[src/rtl/shift_unit_seq_if.sv]
// Request/response bundle for shift_unit_seq: operand side (in_*) and result side (out_*).
// The master drives requests and out_ready; the slave is the shift unit itself.
interface shift_unit_seq_if #(
    parameter int N = 16
);
    localparam int SW = $clog2(N);

    logic          in_valid;
    logic          in_ready;
    logic [N-1:0]  data_in;
    logic [SW-1:0] shamt;
    logic [2:0]    mode;
    logic          out_valid;
    logic          out_ready;
    logic [N-1:0]  data_out;
    logic          carry_out;
    logic          zero;
    logic          busy;

    modport master (
        output in_valid,
        output data_in,
        output shamt,
        output mode,
        output out_ready,
        input  in_ready,
        input  out_valid,
        input  data_out,
        input  carry_out,
        input  zero,
        input  busy
    );

    modport slave (
        input  in_valid,
        input  data_in,
        input  shamt,
        input  mode,
        input  out_ready,
        output in_ready,
        output out_valid,
        output data_out,
        output carry_out,
        output zero,
        output busy
    );
endinterface

[src/rtl/shift_unit_seq.sv]
// Multi-cycle LSL/LSR/ASR/ROL/ROR unit, one position per clock, valid/ready on both sides.
// Optional macro SHIFT_FAST_EN: take 4-position steps while at least 4 positions remain.
module shift_unit_seq #(
    parameter int N = 16
) (
    input logic             clk,
    input logic             rst,
    shift_unit_seq_if.slave bus
);
    localparam int SW = $clog2(N);

    localparam logic [2:0] MODE_LSL = 3'd0;
    localparam logic [2:0] MODE_LSR = 3'd1;
    localparam logic [2:0] MODE_ASR = 3'd2;
    localparam logic [2:0] MODE_ROL = 3'd3;
    localparam logic [2:0] MODE_ROR = 3'd4;

    localparam logic [SW-1:0] CNT_ONE  = SW'(1'b1);
    localparam logic [SW-1:0] CNT_ZERO = {SW{1'b0}};
    localparam logic [N-1:0]  WORD_ZERO = {N{1'b0}};

`ifdef SHIFT_FAST_EN
    // Threshold is one bit wider than the counter so that N=4 (2-bit counter) never takes a wide step.
    localparam logic [SW:0]   CNT_FOUR_WIDE = (SW+1)'(3'd4);
    localparam logic [SW-1:0] CNT_FOUR      = SW'(3'd4);
`endif

    typedef enum logic [1:0] {
        ST_IDLE  = 2'd0,
        ST_SHIFT = 2'd1,
        ST_DONE  = 2'd2
    } state_e;

    // Single-position step; returns {carry, value}. Reserved modes pass through with carry 0.
    function automatic logic [N:0] step1(input logic [2:0] m, input logic [N-1:0] v);
        logic [N:0] r;
        case (m)
            MODE_LSL: r = {v[N-1], v[N-2:0], 1'b0};
            MODE_LSR: r = {v[0], 1'b0, v[N-1:1]};
            MODE_ASR: r = {v[0], v[N-1], v[N-1:1]};
            MODE_ROL: r = {v[N-1], v[N-2:0], v[N-1]};
            MODE_ROR: r = {v[0], v[0], v[N-1:1]};
            default:  r = {1'b0, v};
        endcase
        return r;
    endfunction

`ifdef SHIFT_FAST_EN
    // Four-position step; carry is the last bit to leave the word in that step.
    function automatic logic [N:0] step4(input logic [2:0] m, input logic [N-1:0] v);
        logic [N:0] r;
        case (m)
            MODE_LSL: r = {v[N-4], v << 3'd4};
            MODE_LSR: r = {v[3], v >> 3'd4};
            MODE_ASR: r = {v[3], $unsigned($signed(v) >>> 3'd4)};
            MODE_ROL: r = {v[N-4], (v << 3'd4) | (v >> (N-4))};
            MODE_ROR: r = {v[3], (v >> 3'd4) | (v << (N-4))};
            default:  r = {1'b0, v};
        endcase
        return r;
    endfunction
`endif

    function automatic logic is_zero(input logic [N-1:0] v);
        return (v == WORD_ZERO);
    endfunction

    state_e        state_r;
    state_e        state_next_s;
    logic [N-1:0]  work_r;
    logic [N-1:0]  work_next_s;
    logic [SW-1:0] count_r;
    logic [SW-1:0] count_next_s;
    logic [2:0]    mode_r;
    logic [2:0]    mode_next_s;
    logic          carry_r;
    logic          carry_next_s;
    logic          passthru_s;
    logic [N:0]    step_s;
    logic [SW-1:0] step_amt_s;
    logic          load_s;
    logic [N-1:0]  result_s;
    logic          result_carry_s;

    logic [N-1:0]  data_out_r;
    logic          carry_out_r;
    logic          zero_r;
    logic          out_valid_r;
    logic          in_ready_r;
    logic          busy_r;

    // Next-state logic and datapath step selection.
    always_comb begin
        state_next_s   = state_r;
        work_next_s    = work_r;
        count_next_s   = count_r;
        mode_next_s    = mode_r;
        carry_next_s   = carry_r;
        passthru_s     = 1'b0;
        step_s         = {carry_r, work_r};
        step_amt_s     = CNT_ONE;
        load_s         = 1'b0;
        result_s       = work_r;
        result_carry_s = carry_r;

        case (state_r)
            ST_IDLE: begin
                // in_ready_r is low for the first cycle after reset, so nothing is accepted then.
                if (in_ready_r && bus.in_valid) begin
                    passthru_s   = (bus.shamt == CNT_ZERO) || (bus.mode > MODE_ROR);
                    work_next_s  = bus.data_in;
                    count_next_s = bus.shamt;
                    mode_next_s  = bus.mode;
                    carry_next_s = 1'b0;
                    if (passthru_s) begin
                        state_next_s   = ST_DONE;
                        load_s         = 1'b1;
                        result_s       = bus.data_in;
                        result_carry_s = 1'b0;
                    end else begin
                        state_next_s = ST_SHIFT;
                    end
                end else begin
                    state_next_s = ST_IDLE;
                end
            end

            ST_SHIFT: begin
`ifdef SHIFT_FAST_EN
                if ({1'b0, count_r} >= CNT_FOUR_WIDE) begin
                    step_s     = step4(mode_r, work_r);
                    step_amt_s = CNT_FOUR;
                end else begin
                    step_s     = step1(mode_r, work_r);
                    step_amt_s = CNT_ONE;
                end
`else
                step_s     = step1(mode_r, work_r);
                step_amt_s = CNT_ONE;
`endif
                work_next_s  = step_s[N-1:0];
                carry_next_s = step_s[N];
                count_next_s = count_r - step_amt_s;
                if (count_next_s == CNT_ZERO) begin
                    state_next_s   = ST_DONE;
                    load_s         = 1'b1;
                    result_s       = step_s[N-1:0];
                    result_carry_s = step_s[N];
                end else begin
                    state_next_s = ST_SHIFT;
                end
            end

            ST_DONE: begin
                if (bus.out_ready) begin
                    state_next_s = ST_IDLE;
                end else begin
                    state_next_s = ST_DONE;
                end
            end

            default: begin
                state_next_s = ST_IDLE;
            end
        endcase
    end

    // FSM state register.
    always_ff @(posedge clk) begin
        if (rst) begin
            state_r <= ST_IDLE;
        end else begin
            state_r <= state_next_s;
        end
    end

    // Working operand, remaining count, latched mode and running carry.
    always_ff @(posedge clk) begin
        if (rst) begin
            work_r  <= WORD_ZERO;
            count_r <= CNT_ZERO;
            mode_r  <= 3'd0;
            carry_r <= 1'b0;
        end else begin
            work_r  <= work_next_s;
            count_r <= count_next_s;
            mode_r  <= mode_next_s;
            carry_r <= carry_next_s;
        end
    end

    // Registered outputs; handshake flags follow the next state so they line up with state_r.
    always_ff @(posedge clk) begin
        if (rst) begin
            data_out_r  <= WORD_ZERO;
            carry_out_r <= 1'b0;
            zero_r      <= 1'b1;
            out_valid_r <= 1'b0;
            in_ready_r  <= 1'b0;
            busy_r      <= 1'b0;
        end else begin
            out_valid_r <= (state_next_s == ST_DONE);
            in_ready_r  <= (state_next_s == ST_IDLE);
            busy_r      <= (state_next_s != ST_IDLE);
            if (load_s) begin
                data_out_r  <= result_s;
                carry_out_r <= result_carry_s;
                zero_r      <= is_zero(result_s);
            end else begin
                data_out_r  <= data_out_r;
                carry_out_r <= carry_out_r;
                zero_r      <= zero_r;
            end
        end
    end

    assign bus.in_ready  = in_ready_r;
    assign bus.out_valid = out_valid_r;
    assign bus.data_out  = data_out_r;
    assign bus.carry_out = carry_out_r;
    assign bus.zero      = zero_r;
    assign bus.busy      = busy_r;

endmodule
[src/flat_wrapper.sv]
// flat-port wrapper written by rule: the top's interface ports become plain ports
module shift_unit_seq_flat 
#(
    parameter int N = 16
)
  (clk, rst, bus_in_valid, bus_data_in, bus_shamt, bus_mode, bus_out_ready, bus_in_ready, bus_out_valid, bus_data_out, bus_carry_out, bus_zero, bus_busy);
  shift_unit_seq_if #(.N(N)) bus_i ();
  input logic clk;
  input logic rst;
  input wire logic [$bits(bus_i.in_valid)-1:0] bus_in_valid;
  input wire logic [$bits(bus_i.data_in)-1:0] bus_data_in;
  input wire logic [$bits(bus_i.shamt)-1:0] bus_shamt;
  input wire logic [$bits(bus_i.mode)-1:0] bus_mode;
  input wire logic [$bits(bus_i.out_ready)-1:0] bus_out_ready;
  output wire logic [$bits(bus_i.in_ready)-1:0] bus_in_ready;
  output wire logic [$bits(bus_i.out_valid)-1:0] bus_out_valid;
  output wire logic [$bits(bus_i.data_out)-1:0] bus_data_out;
  output wire logic [$bits(bus_i.carry_out)-1:0] bus_carry_out;
  output wire logic [$bits(bus_i.zero)-1:0] bus_zero;
  output wire logic [$bits(bus_i.busy)-1:0] bus_busy;
  assign bus_i.in_valid = bus_in_valid;
  assign bus_i.data_in = bus_data_in;
  assign bus_i.shamt = bus_shamt;
  assign bus_i.mode = bus_mode;
  assign bus_i.out_ready = bus_out_ready;
  assign bus_in_ready = bus_i.in_ready;
  assign bus_out_valid = bus_i.out_valid;
  assign bus_data_out = bus_i.data_out;
  assign bus_carry_out = bus_i.carry_out;
  assign bus_zero = bus_i.zero;
  assign bus_busy = bus_i.busy;
  shift_unit_seq #(.N(N)) u_core (.clk(clk), .rst(rst), .bus(bus_i));
endmodule
[config.mk]
export PLATFORM = sky130hd
export DESIGN_NAME = shift_unit_seq_flat
export DESIGN_NICKNAME = d
export VERILOG_FILES = /design/src/rtl/shift_unit_seq_if.sv /design/src/rtl/shift_unit_seq.sv /design/src/flat_wrapper.sv
export SDC_FILE = /design/constraint.sdc
export NUM_CORES = 1
export LEC_CHECK = 0
export CAP_MARGIN = 20
export CORE_ASPECT_RATIO = 0.6
export CORE_UTILIZATION = 50
export CTS_CLUSTER_DIAMETER = 50
export DETAILED_ROUTE_END_ITERATION = 10
export PLACE_DENSITY = 0.77
export SETUP_SLACK_MARGIN = 0.3
export SYNTH_ARGS = -nofsm -noshare
export SYNTH_HDL_FRONTEND = slang
export SYNTH_SLANG_ARGS = --single-unit
[constraint.sdc]
create_clock -name clk -period 6.15 [get_ports clk]
set_input_delay 1.23 -clock clk [delete_from_list [all_inputs] [get_ports clk]]
set_output_delay 1.23 -clock clk [all_outputs]
set_load 0.05 [all_outputs]
# [Word-level counts from Yosys, hierarchy flattened]
# Index checks and enable logic that the tools add are counted.
[classes] order_cmp=1 multipliers=0 n_reduce_logical=12 n_mux=24 div=0 add_sub_neg=1 shifts=0 bitwise=0 eq_ne=8
[ops] op="case mux 17 bit (5 select lines)" n=1
[ops] op="two-way mux 16 bit" n=4
[ops] op="case mux 16 bit (2 select lines)" n=2
[ops] op="logical NOT 16 bit" n=1
[ops] op="logical NOT 4 bit" n=2
[ops] op="two-way mux 2 bit" n=4
[ops] op="case mux 4 bit (2 select lines)" n=1
[ops] op="two-way mux 1 bit" n=7
[ops] op="== test 3 x 2 -> 1 bit, second input constant" n=2
[ops] op="case mux 1 bit (2 select lines)" n=3
[ops] op="case mux 2 bit (3 select lines)" n=1
[ops] op="== test 2 bit, second input constant" n=2
[ops] op="logical NOT 2 bit" n=2
[ops] op="two-way mux 4 bit" n=1
[ops] op="AND reduction 2 bit" n=2
[ops] op="nonzero test 2 bit" n=2
[ops] op="subtractor 4 x 1 -> 4 bit, second input constant" n=1
[ops] op="== test 3 x 1 -> 1 bit, second input constant" n=1
[ops] op="== test 3 bit, second input constant" n=1
[ops] op="greater-than comparator 3 bit, second input constant" n=1
[ops] op="logical NOT 3 bit" n=1
[ops] op="== test 2 x 1 -> 1 bit, second input constant" n=1
[ops] op="inequality test 2 x 1 -> 1 bit, second input constant" n=1
[ops] op="logical AND 1 bit" n=1
[ops] op="logical OR 1 bit" n=1
[word_totals] mem_bits_rw=0 latchBits=0 regBits=47 mem_count=0 romBits=0

# [Depth between registers and ports, before layout]
# Gate-level depths: netlist of run 1.
[depth] word_depth=6 ltp_mapped=11 mapped_depth_nobuf=8

# [Worst setup path after synthesis of run 1]
# Ideal clock, no wire load.
[synth_timing] path_kind="input-to-reg" startpoint="input bus_shamt[1]" endpoint="register u_core.zero_r (netlist: u_core.bus.zero)" setup_slack_ns=3.361 path_stages=7 arrival_ns=2.666 setup_ns=0.124 t_required_ns=6.026 cell_sequence="o41a_1 nor2_1 nor2_1 buf_2 buf_2 a21oi_1 o31ai_2"
[synth_between] elab_chain_cells=6 word_cells_on_any_way=9 cone_classes="mux (6); reduce/logical (3)"
[synth_lines] element="start: declaration" line="flat_wrapper.sv:12" text="input wire logic [$bits(bus_i.shamt)-1:0] bus_shamt;"
[synth_lines] element="logical NOT 4 bit (*)" line="shift_unit_seq.sv:110" text="passthru_s = (bus.shamt == CNT_ZERO) || (bus.mode > MODE_ROR);"
[synth_lines] element="logical OR 1 bit (*)" line="shift_unit_seq.sv:110"
[synth_lines] element="two-way mux 16 bit" line="shift_unit_seq.sv:115" text="if (passthru_s) begin"
[synth_lines] element="two-way mux 16 bit" line="shift_unit_seq.sv:109" text="if (in_ready_r && bus.in_valid) begin"
[synth_lines] element="case mux 16 bit (2 select lines)" line="shift_unit_seq.sv:106" text="case (state_r)"
[synth_lines] element="logical NOT 16 bit" line="shift_unit_seq.sv:65" text="return (v == WORD_ZERO);"
[synth_lines] element="end signal: assignment" line="shift_unit_seq.sv:208" text="zero_r <= is_zero(result_s);"
[synth_lines] element="end signal: assignment" line="shift_unit_seq.sv:212" text="zero_r <= zero_r;"
[synth_lines] element="end: declaration" line="shift_unit_seq.sv:87" text="logic zero_r;"
# Mark *: on every way between the ends. The rest lies on a longest branch, timed or not.
# A chain may end at the register's enable or synchronous reset.

# [Worst setup path in the final report of run 1]
[layout_timing] startpoint="input bus_in_valid" endpoint="register u_core.busy_r (netlist: u_core.bus.busy)"
[layout_between] elab_chain_cells=4
[layout_lines] element="start: declaration" line="flat_wrapper.sv:10" text="input wire logic [$bits(bus_i.in_valid)-1:0] bus_in_valid;"
[layout_lines] element="logical AND 1 bit" line="shift_unit_seq.sv:109"
[layout_lines] element="two-way mux 2 bit" line="shift_unit_seq.sv:109"
[layout_lines] element="case mux 2 bit (3 select lines)" line="shift_unit_seq.sv:106"
[layout_lines] element="nonzero test 2 bit" line="shift_unit_seq.sv:204" text="busy_r <= (state_next_s != ST_IDLE);"
[layout_lines] element="end signal: assignment" line="shift_unit_seq.sv:204"
[layout_lines] element="end: declaration" line="shift_unit_seq.sv:90" text="logic busy_r;"
# No other way between the ends.

==> load_flow_metrics.sql, run 1 <==
INSERT INTO impl_metrics (metric_group, metric, value, unit) VALUES
('outcome', 'run_status', 'complete, no violations', ''),
('pwr', 'power_frac_comb', '0.239', ''),
('pwr', 'p_sw_frac', '0.324', ''),
('clock_tree', 'clock_tree.root_cell', 'sky130_fd_sc_hd__clkbuf_8', ''),
('timing', 'unrepaired_setup_endpoints_after_global_routing', 'no', ''),
('critical_path', 'critPathArrivalTime', '4240', 'ps'),
('placed_design', 'detailedPlacementHpwl', '5520', 'um'),
('yosys', 'mappedNetlistNets', '355', ''),
('floorplanning', 'fp.dieW', '94.9', 'um'),
('final_layout', 'final_net_count', '386', ''),
('timing', 'finalHoldViolCount', '0', ''),
('floorplanning', 'num_io_pins', '48', ''),
('timing', 'timing.final.crit_period', '3980', 'ps'),
('critical_path', 'crit-reg2reg-capture', 'u_core.bus.zero', ''),
('final_layout', 'multi_input_area', '1540', 'um^2'),
('yosys', 'seq_area_frac_synth', '0.356', ''),
('final_layout', 'area_delta_synth_final', '22.7', '%'),
('critical_path', 'worstSetupStartpointType', 'input pin', ''),
('clock_tree', 'clock-sinks', '46', ''),
('pwr', 'cell_internal_pwr', '513', 'uW'),
('floorplanning', 'initial_utilization', '0.542', ''),
('critical_path', 'timing.reg2reg.worst_path_depth', '6', ''),
('yosys', 'yosys_register_bits', '46', ''),
('pwr', 'clock_power_share', '0.308', ''),
('run', 'timing.max_cap.violations', '0', ''),
('floorplanning', 'die_h', '57.7', 'um'),
('floorplanning', 'placement_rows', '19', ''),
('clock_tree', 'cts_max_level', '2', ''),
('clock_tree', 'clkSlewWorstSetupHoldPaths', '90', 'ps'),
('critical_path', 'worst-path-max-fanout', '16', ''),
('routing', 'vias', '2694', ''),
('clock_tree', 'ctsLongestPathBuffers', '2', ''),
('pwr', 'ir_drop', '0.000156', 'V'),
('clock_tree', 'cts_buffers', '5', ''),
('final_layout', 'final_layout_size_suffix_gt1_frac', '0.0615', ''),
('final_layout', 'seq_area', '921', 'um^2'),
('yosys', 'synthFlopType', 'sky130_fd_sc_hd__dfxtp_1', ''),
('timing', 'total_count_of_max_transition_violations_in_the_final_report', '0', ''),
('critical_path', 'cp.required', '6410', 'ps'),
('critical_path', 'worst-r2r-setup-slack', '2590', 'ps'),
('pwr', 'p_switching', '246', 'uW'),
('floorplanning', 'dieArea', '5480', 'um^2'),
('routing', 'vias_per_cell', '6.40', ''),
('yosys', 'synthDistinctLibCells', '47', ''),
('final_layout', 'final-instance-count-excl-fill', '421', ''),
('timing', 'final_setup_violating_endpoints', '0', ''),
('final_layout', 'n_antenna_cell', '0', ''),
('timing', 'worst_pin_slew', '1140', 'ps'),
('routing', 'route.detailed.drc', '0', ''),
('yosys', 'yosys_warnings', '0', ''),
('yosys', 'synth_enable_flop_cells', '0', ''),
('routing', 'drtIter0Drc', '305', ''),
('global_routing', 'groute.usage.overall', '0.301', ''),
('timing', 'timing.final.crit_share', '0.647', ''),
('pwr', 'total_leakage_power', '0.00105', 'uW'),
('placed_design', 'portBuffers', '47', ''),
('global_routing', 'maximum_number_of_pins_on_one_net_before_global_route_repair', '46', ''),
('worst_hold_path', 'worstHoldEndpoint', 'u_core.bus.data_out[11]', ''),
('routing', 'firstDrtPassIters', '5', ''),
('critical_path', 'critPathKind', 'in2reg', ''),
('timing', 'final.setup_skew', '2.27', 'ps'),
('clock_tree', 'clk-insertion-delay-late', '310', 'ps'),
('worst_hold_path', 'hold_class', 'reg2reg', ''),
('global_routing', 'grt_antenna_before_repair', '0', ''),
('routing', 'drt_wl_total', '7930', 'um'),
('timing', 'tns', '0', 'ps'),
('global_routing', 'grt_pass1_wl', '12200', 'um'),
('timing', 'timing.max_slew.rel_slack', '0.239', ''),
('timing', 'top_achievable_clock_speed', '251', 'MHz'),
('clock_tree', 'cts_tree', 'built', ''),
('global_routing', 'grt.overflow.total', '0', '');
==> cells by family after synthesis <==
logic type	after synthesis	share of synthesized area
mux	16	0.0643
xor+xnor	1	0.00629
simple gates	110	0.199
fa+ha+maj	2	0.00967
flops	46	0.356
buf+inv	32	0.0546
compound gates	119	0.310
==> how the worst max path moves through the flow <==
stage / from / cells after the start / endpoint
after floorplan: bus_shamt[1] / 7 / u_core.bus.zero
after global placement: bus_in_valid / 6 / u_core.bus.busy
after detailed placement: bus_in_valid / 7 / u_core.bus.busy
after CTS: bus_in_valid / 7 / u_core.bus.busy
after global routing: bus_in_valid / 7 / u_core.bus.busy
final: bus_in_valid / 7 / u_core.bus.busy
==> flip-flops by register name, indices dropped and copies added (netlist names) <==
register              cells
u_core.bus.busy           1
u_core.bus.carry_out      1
u_core.bus.data_out      16
u_core.bus.in_ready       1
u_core.bus.out_valid      1
u_core.bus.zero           1
u_core.count_r            4
u_core.mode_r             3
u_core.state_r            2
u_core.work_r            16
==> routing by layer <==
layer  vias to the layer above  track usage  wire length, um
met3                        11       0.0801              901
met5                         -            0                0
li1                       1274            -                -
met1                      1243        0.488             3950
met2                       166        0.377             2980
met4                         0       0.0779              100
==> synthesized netlist by cell type, types with 6 or more instances <==
cell type	number
sky130_fd_sc_hd__a211o_1	6
sky130_fd_sc_hd__a211oi_1	9
sky130_fd_sc_hd__a21oi_1	26
sky130_fd_sc_hd__a221oi_1	7
sky130_fd_sc_hd__a22oi_1	13
sky130_fd_sc_hd__a31oi_1	13
sky130_fd_sc_hd__clkbuf_1	17
sky130_fd_sc_hd__dfxtp_1	46
sky130_fd_sc_hd__mux2i_1	11
sky130_fd_sc_hd__nand2_1	43
sky130_fd_sc_hd__nand3_1	8
sky130_fd_sc_hd__nor2_1	31
sky130_fd_sc_hd__o211ai_1	8
sky130_fd_sc_hd__o21a_1	6
sky130_fd_sc_hd__o21ai_0	13
sky130_fd_sc_hd__or3_1	6
==> critical path: stages <==
cell and delay (ps):
sky130_fd_sc_hd__clkdlybuf4s50_1 480, sky130_fd_sc_hd__nand3_1 470, sky130_fd_sc_hd__nor2_1 960, sky130_fd_sc_hd__nor2_1 400
sky130_fd_sc_hd__buf_6 270, sky130_fd_sc_hd__a221oi_1 260, sky130_fd_sc_hd__or2_2 160
==> power by group through the flow <==
stage               sequential [uW]  clock [uW]  combinational, uW
floorplan                       359           0                105
global placement                350           0                173
detailed placement              350           0                176
CTS                             343         233                178
global route                    347         248                194
finish                          344         234                181
==> final cells by class <==
cell class                      count  area share
Sequential cell                    46       0.290
Tap cell                           63      0.0248
Clock inverter                      3      0.0138
Inverter                            5     0.00591
Multi-Input combinational cell    248       0.485
Clock buffer                        5      0.0217
Timing Repair Buffer               51       0.159
==> cells in the final DEF (no fill, tap or decap), drive strengths merged, types with 4 or more instances in the layout <==
cell type and n:
mux2i 11, a211oi 9, nand2 43, a311oi 4
mux2 5, a31oi 13, a22oi 13, a221oi 7
a211o 6, a21oi 26, buf 4, clkbuf 5
or3 6, dfxtp 46, clkdlybuf4s50 47, nor2 31
o22ai 4, o21a 6, inv 6, nand3 8
o211ai 8, o21ai 16
==> metrics by stage <==
stage / hold slack, ps / setup slack [ps] / cell area, um^2 / utilization / power (uW)
final: 460 / 2170 / 3180 / 0.665 / 760
after floorplan: 463 / 3360 / 2590 / - / 464
after global routing: 484 / 1940 / 3180 / 0.665 / 790
after CTS: 463 / 2240 / 3180 / 0.665 / 753
after detailed placement: 447 / 1960 / 3060 / 0.641 / 526
after global placement: 449 / 1930 / 3050 / 0.639 / 523
Note: power is estimated with default switching activity, not from simulation.
==> inputs of run 2 (changes only) <==
==> constraint.sdc (replaced) <==
create_clock -name clk -period 3.96 [get_ports clk]
set_input_delay 0.792 -clock clk [delete_from_list [all_inputs] [get_ports clk]]
set_output_delay 0.792 -clock clk [all_outputs]
set_load 0.05 [all_outputs]
==> run 2 against run 1 <==
Against the previous run:
- wire length grew 1.8%
- first-iteration DRC count down 19%
- count of clock-buffer cells in the layout stayed put
- register-to-register slack worse by 2100 ps
- die area unchanged
- non-clock buffer count up 4
- critical path depth is 1 lower
- critical path type is now reg2reg
==> load_flow_metrics.sql, run 2 (synthesis results as in run 1) <==
INSERT INTO impl_metrics (metric_group, metric, value, unit) VALUES
('final_layout', 'multi_input_area', '1540', 'um^2'),
('pwr', 'totalPowerFinal', '1170', 'uW'),
('critical_path', 'timing.critical_path.buf_inv', '0', ''),
('timing', 'finalHoldViolCount', '0', ''),
('timing', 'final.setup_skew', '7.39', 'ps'),
('routing', 'firstDrtPassIters', '5', ''),
('global_routing', 'grt.overflow.total', '0', ''),
('timing', 'timing.final.crit_period', '3490', 'ps'),
('placed_design', 'place_congestion', '0.898', ''),
('floorplanning', 'initial_utilization', '0.542', ''),
('timing', 'timing.max_slew.rel_slack', '0.291', ''),
('critical_path', 'worst-path-max-fanout', '22', ''),
('run', 'timing.max_cap.violations', '0', ''),
('routing', 'drt_wl_total', '8080', 'um'),
('global_routing', 'grt_antenna_before_repair', '0', ''),
('placed_design', 'detailedPlacementHpwl', '5860', 'um'),
('critical_path', 'critical_path.cell_chain', 'xor2_2 -> mux2_2 -> o21ai_0 -> a2bb2oi_1 -> or4bb_1 -> o31ai_2', ''),
('final_layout', 'final_net_count', '390', ''),
('floorplanning', 'dieArea', '5480', 'um^2'),
('routing', 'route.antenna.remaining_nets', '0', ''),
('floorplanning', 'placement_rows', '19', ''),
('critical_path', 'critPathArrivalTime', '3720', 'ps'),
('clock_tree', 'cts-resized-gates', '0', ''),
('routing', 'drtIter0Drc', '246', ''),
('routing', 'vias', '2733', ''),
('clock_tree', 'ctsHoldBuffers', '0', ''),
('critical_path', 'worst-r2r-setup-slack', '470', 'ps'),
('pwr', 'total_leakage_power', '0.00106', 'uW'),
('critical_path', 'endpoint_kind', 'flip-flop', ''),
('final_layout', 'fill_cells', '414', ''),
('critical_path', 'worstSetupStartpointType', 'flip-flop', ''),
('clock_tree', 'clock_tree.root_cell', 'sky130_fd_sc_hd__clkbuf_8', ''),
('floorplanning', 'fp.dieW', '94.9', 'um'),
('worst_hold_path', 'holdPathStages', '2', ''),
('routing', 'vias_per_cell', '6.43', ''),
('critical_path', 'cp_slowest_cell', 'sky130_fd_sc_hd__xor2_2', ''),
('routing', 'route.detailed.wl_per_inst', '19.0', 'um'),
('clock_tree', 'clkSlewWorstSetupHoldPaths', '90', 'ps'),
('global_routing', 'maximum_number_of_pins_on_one_net_before_global_route_repair', '26', ''),
('timing', 'timing.final.crit_share', '0.882', ''),
('final_layout', 'mostFrequentLayoutCells', '47 x sky130_fd_sc_hd__clkdlybuf4s50_1, 46 x sky130_fd_sc_hd__dfxtp_1, 43 x sky130_fd_sc_hd__nand2_1', ''),
('clock_tree', 'clock-sinks', '46', ''),
('pwr', 'power-per-cell-area', '367', 'nW/um^2'),
('timing', 'worst_pin_slew', '1060', 'ps'),
('clock_tree', 'ctsLongestPathBuffers', '2', ''),
('critical_path', 'cp.required', '4180', 'ps'),
('final_layout', 'seq_area', '921', 'um^2'),
('worst_hold_path', 'worstHoldEndpoint', 'u_core.bus.data_out[11]', ''),
('timing', 'final_setup_violating_endpoints', '0', ''),
('clock_tree', 'clk-insertion-delay-late', '300', 'ps'),
('clock_tree', 'cts.repair_timing.setup_buffer_count', '0', ''),
('pwr', 'ir_drop', '0.000240', 'V'),
('critical_path', 'critical_r2r_launch', 'u_core.mode_r[0]', ''),
('placed_design', 'portBuffers', '47', ''),
('final_layout', 'mostFrequentLayoutCell', 'sky130_fd_sc_hd__clkdlybuf4s50_1', ''),
('timing', 'total_count_of_max_transition_violations_in_the_final_report', '0', ''),
('worst_hold_path', 'launch_point_of_the_worst_hold_path', 'u_core.bus.data_out[11]', ''),
('routing', 'route.detailed.drc', '0', ''),
('global_routing', 'groute.usage.overall', '0.312', ''),
('floorplanning', 'num_io_pins', '48', ''),
('clock_tree', 'cts_buffers', '5', ''),
('global_routing', 'grt_pass1_wl', '12800', 'um'),
('clock_tree', 'cts_tree', 'built', ''),
('global_routing', 'number_of_global_route_vias_before_repair', '2346', ''),
('critical_path', 'timing.reg2reg.worst_path_depth', '6', ''),
('final_layout', 'final_layout_size_suffix_gt1_frac', '0.0718', ''),
('floorplanning', 'die_h', '57.7', 'um'),
('critical_path', 'crit-reg2reg-capture', 'u_core.bus.zero', ''),
('critical_path', 'critical-path-top-delay-family', 'compound AO/OA/AOI/OAI gates', ''),
('timing', 'top_achievable_clock_speed', '286', 'MHz'),
('worst_hold_path', 'hold_class', 'reg2reg', ''),
('critical_path', 'critPathKind', 'reg2reg', ''),
('timing', 'tns', '0', 'ps'),
('clock_tree', 'cts_max_level', '2', ''),
('critical_path', 'slowest_delay', '870', 'ps'),
('outcome', 'run_status', 'complete, no violations', ''),
('final_layout', 'n_antenna_cell', '0', ''),
('floorplanning', 'core_region_area', '4780', 'um^2'),
('timing', 'unrepaired_setup_endpoints_after_global_routing', 'no', ''),
('final_layout', 'area_delta_synth_final', '23.6', '%');
[run 2: cell types whose count changed in the layout (fill, tap and decap cells not counted), sizes merged]
cell    previous run  this run
inv                6         5
buf                4         8
clkinv             1         2
[run 2: through the flow]
step                setup slack [ps]  area (um^2)  cells   util  hold slack [ps]
floorplan                       1610         2590    326      -              463
global placement                 540         3090    417  0.647              449
detailed placement               556         3090    417  0.647              453
CTS                              509         3200    425  0.669              468
global route                     312         3200    425  0.669              495
finish                           467         3200    425  0.669              473
[run 2: worst register-to-register path, cell delays in order, from the launching register on]
cell                        delay, ps
sky130_fd_sc_hd__dfxtp_1          780
sky130_fd_sc_hd__xor2_2           870
sky130_fd_sc_hd__mux2_2           420
sky130_fd_sc_hd__o21ai_0          420
sky130_fd_sc_hd__a2bb2oi_1        300
sky130_fd_sc_hd__or4bb_1          450
sky130_fd_sc_hd__o31ai_2          180
[run 2: worst max path at each step]
stage	start	end	slack (ps)	cells after the start
final	u_core.mode_r[0]	u_core.bus.zero	470	6
after global routing	u_core.mode_r[0]	u_core.bus.zero	310	6
after CTS	u_core.mode_r[0]	u_core.bus.zero	510	6
after detailed placement	u_core.mode_r[0]	u_core.bus.zero	560	6
after global placement	u_core.mode_r[0]	u_core.bus.zero	540	6
after floorplan	bus_shamt[1]	u_core.bus.zero	1610	7
[run 2: area by class of cell]
type                    instances  area share
flip-flops and latches         46       0.288
repair buffers                 55       0.166
clock inverters                 3      0.0125
multi-input cells             248       0.482
well taps                      63      0.0246
clock buffers                   5      0.0215
inverters                       5     0.00587
[run 2: power by group]
part	internal (uW)	switching, uW	leakage (uW)
sequential	493	44.0	0.000375
combinational	119	167	0.000631
clock	186	164	0.0000579
total	798	375	0.00106
[run 2: metal layers]
layer | GRT usage | vias to the layer above | wire length (um) | part of all wire
met1 | 0.511 | 1282 | 3900 | 0.48
met4 | 0.0606 | 0 | 63 | 0.0078
li1 | - | 1281 | - | -
met2 | 0.400 | 161 | 3120 | 0.39
met3 | 0.0774 | 9 | 1000 | 0.12
met5 | 0 | - | 0 | 0
